### src/rtl/proj_fm_ring.sv
// proj_fm_ring: ring of BUFFER_COUNT fragment buffers.
//  A writer streams DATA_BITS elements into the current write buffer. A
//  buffer closes on its last slot or on in_wlast. A reader pulls a
//  FRAG_ELEMS-wide window at a signed offset out of the oldest filled buffer.
//  Positions outside [0, len) read as zero.
// Ports:
//  in_clk, in_rst         clock, async active-high reset
//  in_wvalid/in_wdata/
//  in_wlast/out_wready    element write stream (valid/ready)
//  in_rvalid/in_frag_idx  fragment request, signed start position
//  out_rvalid/out_rdata   registered fragment, 1 cycle after request
//  out_rerr               pulse: request made while nothing is filled
//  in_release             free the oldest filled buffer
//  out_rd_avail           at least one buffer filled
//  out_fill_cnt           number of filled buffers

// One output element: selects row[idx+K] when it lies inside [0, len).
module proj_fm_ring_lane #(
  parameter int DEPTH     = 64,
  parameter int DATA_BITS = 2,
  parameter int IDX_BITS  = 8,
  parameter int LEN_BITS  = 7,
  parameter int K         = 0
) (
  input  logic [DEPTH-1:0][DATA_BITS-1:0] row,
  input  logic [IDX_BITS-1:0]             frag_idx,
  input  logic [LEN_BITS-1:0]             len,
  output logic [DATA_BITS-1:0]            elem
);
  localparam int AW = $clog2(DEPTH);
  localparam logic [IDX_BITS:0] KOFF = (IDX_BITS+1)'(K);

  logic [IDX_BITS:0] a;
  logic              in_rng;

  // One extra bit keeps idx+K from wrapping; the MSB is the sign.
  always_comb begin
    a      = {frag_idx[IDX_BITS-1], frag_idx} + KOFF;
    in_rng = !a[IDX_BITS] && (a < {{(IDX_BITS+1-LEN_BITS){1'b0}}, len});
    elem   = in_rng ? row[a[AW-1:0]] : '0;
  end
endmodule

module proj_fm_ring #(
  parameter int BUFFER_COUNT = 4,
  parameter int DEPTH        = 64,
  parameter int DATA_BITS    = 2,
  parameter int FRAG_ELEMS   = 16,
  parameter int IDX_BITS     = $clog2(DEPTH) + 2
) (
  input  logic                                in_clk,
  input  logic                                in_rst,
  input  logic                                in_wvalid,
  input  logic [DATA_BITS-1:0]                in_wdata,
  input  logic                                in_wlast,
  output logic                                out_wready,
  input  logic                                in_rvalid,
  input  logic [IDX_BITS-1:0]                 in_frag_idx,
  output logic                                out_rvalid,
  output logic [FRAG_ELEMS*DATA_BITS-1:0]     out_rdata,
  output logic                                out_rerr,
  input  logic                                in_release,
  output logic                                out_rd_avail,
  output logic [$clog2(BUFFER_COUNT+1)-1:0]   out_fill_cnt
);
  localparam int PW = $clog2(BUFFER_COUNT);
  localparam int AW = $clog2(DEPTH);
  localparam int LW = $clog2(DEPTH + 1);
  localparam int CW = $clog2(BUFFER_COUNT + 1);
  localparam logic [PW-1:0] PTR_LAST = PW'(BUFFER_COUNT - 1);
  localparam logic [AW-1:0] ADDR_LAST = AW'(DEPTH - 1);

  // Storage is not reset; only pointers and counts define what is valid.
  logic [BUFFER_COUNT-1:0][DEPTH-1:0][DATA_BITS-1:0] mem;
  logic [BUFFER_COUNT-1:0][LW-1:0]                   len_q;

  logic [PW-1:0] wr_ptr, rd_ptr;
  logic [AW-1:0] waddr;
  logic [CW-1:0] fill_cnt;

  logic accept, close, rel, rd_req, rd_empty;
  logic [FRAG_ELEMS-1:0][DATA_BITS-1:0] frag;

  always_comb begin
    out_wready   = (fill_cnt < CW'(BUFFER_COUNT));
    accept       = in_wvalid && out_wready;
    close        = accept && (in_wlast || (waddr == ADDR_LAST));
    rel          = in_release && (fill_cnt != '0);
    rd_req       = in_rvalid && (fill_cnt != '0);
    rd_empty     = in_rvalid && (fill_cnt == '0);
    out_rd_avail = (fill_cnt != '0);
    out_fill_cnt = fill_cnt;
  end

  // Writes only ever target wr_ptr, which is never a filled buffer while
  // out_wready is high, so the reader's buffer is never disturbed.
  always_ff @(posedge in_clk) begin
    if (accept) mem[wr_ptr][waddr] <= in_wdata;
    if (close)  len_q[wr_ptr]      <= LW'(waddr) + LW'(1);
  end

  always_ff @(posedge in_clk or posedge in_rst) begin
    if (in_rst) begin
      wr_ptr   <= '0;
      rd_ptr   <= '0;
      waddr    <= '0;
      fill_cnt <= '0;
    end else begin
      if (accept) waddr <= close ? '0 : waddr + AW'(1);
      if (close)  wr_ptr <= (wr_ptr == PTR_LAST) ? '0 : wr_ptr + PW'(1);
      if (rel)    rd_ptr <= (rd_ptr == PTR_LAST) ? '0 : rd_ptr + PW'(1);
      // close and release together leave the count unchanged
      if (close && !rel)      fill_cnt <= fill_cnt + CW'(1);
      else if (rel && !close) fill_cnt <= fill_cnt - CW'(1);
    end
  end

  // Window extraction from the pre-release oldest buffer.
  for (genvar k = 0; k < FRAG_ELEMS; k++) begin : g_lane
    proj_fm_ring_lane #(
      .DEPTH(DEPTH), .DATA_BITS(DATA_BITS), .IDX_BITS(IDX_BITS),
      .LEN_BITS(LW), .K(k)
    ) u_lane (
      .row      (mem[rd_ptr]),
      .frag_idx (in_frag_idx),
      .len      (len_q[rd_ptr]),
      .elem     (frag[k])
    );
  end

  always_ff @(posedge in_clk or posedge in_rst) begin
    if (in_rst) begin
      out_rvalid <= 1'b0;
      out_rerr   <= 1'b0;
      out_rdata  <= '0;
    end else begin
      out_rvalid <= rd_req;
      out_rerr   <= rd_empty;
      if (rd_req) out_rdata <= frag;
    end
  end
endmodule
### config.mk
export PLATFORM = sky130hd
export DESIGN_NAME = proj_fm_ring
export DESIGN_NICKNAME = d
export VERILOG_FILES = /design/src/rtl/proj_fm_ring.sv
export SDC_FILE = /design/constraint.sdc
export NUM_CORES = 1
export LEC_CHECK = 0
export CAP_MARGIN = 0
export CELL_PAD_IN_SITES_DETAIL_PLACEMENT = 0
export CELL_PAD_IN_SITES_GLOBAL_PLACEMENT = 1
export CORE_MARGIN = 5
export CORE_UTILIZATION = 38
export CTS_CLUSTER_DIAMETER = 80
export DETAILED_ROUTE_END_ITERATION = 7
export GPL_ROUTABILITY_DRIVEN = 0
export PLACE_DENSITY = 0.61
export RECOVER_POWER = 100
export SYNTH_ARGS = -nofsm -noshare
export SYNTH_HDL_FRONTEND = slang
export SYNTH_SLANG_ARGS = --single-unit
### constraint.sdc
create_clock -name in_clk -period 5.2 [get_ports in_clk]
set_clock_uncertainty 0.2 [all_clocks]
set_input_delay 1.04 -clock in_clk [delete_from_list [all_inputs] [get_ports in_clk]]
set_output_delay 1.04 -clock in_clk [all_outputs]
set_load 0.01 [all_outputs]
==> flow_summary_export.csv <==
group,metric,value,unit
power,vdd_drop_max,0.2616,mV
routing,routed_wl,150900,um
min_path,min_to,"out_rdata[7]",
logic_synthesis,synth_flop_cell,"edfxtp_1",
timing,finalSetupViolations,0,
floorplanning,core-area,0.1032,mm^2
finish,final_common_cell,"edfxtp_1",
floorplanning,dieWidth,331.7,um
timing,worst_pin_slew,3.212,ns
logic_synthesis,avgSynthCellArea,12.68,um^2
routing,viasPerCell,6.500,
timing,rsz0062_at_grt,"false",
logic_synthesis,synth_edf_count,540,
grt,antenna_found_initial,4,
logic_synthesis,yosysUniqueCellTypes,90,
place,portBuffers,54,
routing,vias,30043,
logic_synthesis,synthTopCellsByArea,"edfxtp_1 41%, mux4_2 20%, mux2i_1 4.7%",
min_path,hold_start,"out_rdata[7]",
routing,wl_per_cell,32.65,um
floorplanning,fp.dieH,331.7,um
clock_network,cts-root-buf,"clkbuf_16",
timing,period_share,91.28,%
grt,grt.total_usage,26.60,%
logic_synthesis,syn_nets,3216,
logic_synthesis,yosys.area.top_type,"edfxtp_1",
worst_setup_path,crit_top_cell,"clkbuf_1",
clock_network,clkSlewWorstSetupHoldPaths,0.06,ns
floorplanning,die_area,0.1100,mm^2
power,p_per_area,497.1,mW/mm^2
clock_network,postCtsHoldBufs,0,
finish,drive_gt1_share,23.94,%
timing,slew_headroom,-114.1,%
clock_network,clockBufferDepth,3,
floorplanning,start_util,38.11,%
timing,finalHoldViolCount,0,
clock_network,cts-htree-levels,3,
grt,grt_max_degree,157,
min_path,hold_depth,1,
finish,area_growth,12.97,%
timing,max_freq,0.2107,GHz
logic_synthesis,syn_area,0.03933,mm^2
worst_setup_path,critical_path_class,"in -> reg",
worst_setup_path,reg2reg_depth,9,
status,violations,"max-capacitance violations, max-slew violations",
logic_synthesis,ys_async_sr_fraction,8.007,%
clock_network,insertion_delay,0.63,ns
clock_network,clock-sinks,587,
worst_setup_path,cp_slowest_stage_delay,1.75,ns
floorplanning,row_count,118,
power,p_leak,15.24,nW
routing,first_iter_violations,3600,
clock_network,cts_tree,"built",
status,status,"complete, but fails checks",
logic_synthesis,yosysTopAreaCellShare,41.23,%
worst_setup_path,cp_data_required_time,5.27,ns
place,hpwl,111200,um
worst_setup_path,start_kind,"primary input",
finish,multiInputGateArea,0.02067,mm^2
routing,drc,0,
clock_network,cts_resized,0,
logic_synthesis,postSynthCellCount,3101,
floorplanning,ios,55,
worst_setup_path,timing.rr.end,"out_rdata[7]",
finish,finalCoreUtilization,43.05,%
worst_setup_path,cp_max_fo,34,
routing,drtAntennaViolNets,0,
timing,finalSetupTns,0,ns
worst_setup_path,regToRegStartpoint,"rd_ptr[0]",
worst_setup_path,reg2reg_slack,0.47,ns
logic_synthesis,seq_area_frac_synth,44.22,%
worst_setup_path,cp.arrival,4.81,ns
worst_setup_path,cp_cell_sequence,"dlygate4sd3_1 -> nor2b_1 -> clkbuf_1 -> nand2_2 -> buf_4 -> clkbuf_1 -> nor2_1",
worst_setup_path,cp-end-kind,"flip-flop",
clock_network,cts_made_buffers,70,
timing,min_period,4.746,ns
finish,final_cell_mix,"540 x edfxtp_1, 379 x nor2_1, 352 x mux4_2",
grt,grt_pass1_wl,216800,um
timing,slew_violations,539,
logic_synthesis,ys_seq_elements,587,
clock_network,postCtsSetupBuffers,0,
worst_setup_path,crit_slowest_cell,"clkbuf_1",
finish,num-nets-final,3303,
finish,regArea,0.01740,mm^2
grt,gr-total-overflow,0,
routing,firstDrtPassIters,6,
logic_synthesis,yosys_warnings,0,
grt,grt_pass1_vias,29787,
min_path,hold_class,"reg -> reg",
run,maxCapViolCount,7,
finish,num-fill-cells,9393,
-- synth_stat cells (16+ instances only) --
cell        n
edfxtp_1  540
nor2_1    381
mux4_2    352
nand2_1   255
mux2i_1   184
clkbuf_1  116
ha_1       98
o21ai_0    80
mux2_2     75
a22oi_1    57
a21oi_1    56
mux2_1     55
buf_2      52
nand3_1    50
o22ai_1    50
inv_1      49
dfrtp_1    47
nand4_1    36
nor3_1     34
o211ai_1   34
xnor2_1    31
buf_1      30
xor2_1     25
nor2b_1    23
a21o_1     19
and2_1     18
buf_6      17
buf_4      16
-- sequential cells by signal (all words and copies together), names as in the netlist, 2 cells and up --
name,count
mem,512
out_rdata,32
len_q,28
waddr,6
out_fill_cnt,3
rd_ptr,2
wr_ptr,2
-- how the worst max path moves through the flow --
| stage | start | endpoint | slack, ns | cells after the start |
|---|---|---|---|---|
| finish | in_wvalid | mem[334] | 0.45 | 7 |
| global route | rd_ptr[0] | out_rdata[7] | 0.33 | 9 |
| CTS | rd_ptr[0] | out_rdata[7] | 0.82 | 8 |
| detailed placement | in_frag_idx[3] | out_rdata[30] | 0.38 | 14 |
| global placement | in_frag_idx[3] | out_rdata[30] | 0.53 | 14 |
| floorplan | in_frag_idx[0] | out_rdata[15] | 0.1 | 17 |
-- critical path: cells and delay by family --
family                 cells  cell delay, ns
buffers and inverters      4            3.07
AND/OR/NAND/NOR            3            0.60
-- routing by layer --
layer  vias up  wire length, um  part of all wire [%]  global-route usage (%)
li1      12513                -                     -                       -
met3       329            13250                   8.8                   4.393
met1     15571            61500                    41                   36.79
met2      1628            67650                    45                   41.16
met4         2             8486                   5.6                   12.66
met5         -               13                0.0086                       0
-- cell type report --
cell class                 count  area share, %
multi-input combinational   2219          46.52
sequential                   587          39.16
timing repair buffer         247          4.562
clock buffer                  81          4.106
tap                         1380          3.886
clock inverter                44          1.231
inverter                      63         0.5322
antenna                        1       0.005632
-- kinds of logic after synthesis --
group | synth area share (%)
simple gates | 10.02
xor+xnor | 1.288
mux | 28.89
buf+inv | 3.487
flops | 44.22
compound gates | 8.930
fa+ha+maj | 3.169
-- metrics by stage --
| stage | total power [W] | cell area, um^2 | cells | worst slack [ns] | hold slack (ns) |
|---|---|---|---|---|---|
| after floorplan | 0.01247 | 39340 | 3101 | 0.09610 | 0.3162 |
| after global routing | 0.02284 | 44430 | 4621 | 0.3285 | 0.3186 |
| final | 0.02209 | 44430 | 4622 | 0.4536 | 0.3063 |
| after detailed placement | 0.01694 | 42150 | 4496 | 0.3821 | 0.3074 |
| after CTS | 0.02209 | 44520 | 4621 | 0.8205 | 0.3203 |
| after global placement | 0.01683 | 42150 | 4496 | 0.5333 | 0.2938 |
-- where the power goes --
group | switching, W | internal [W] | total [W] | leakage (nW)
Clock | 0.00210 | 0.00301 | 0.00510 | 1.15
Sequential | 0.000387 | 0.00537 | 0.00575 | 5.47
Combinational | 0.00671 | 0.00452 | 0.0112 | 8.62
Total | 0.00920 | 0.0129 | 0.0221 | 15.2
(Power assumes the default switching activity.)
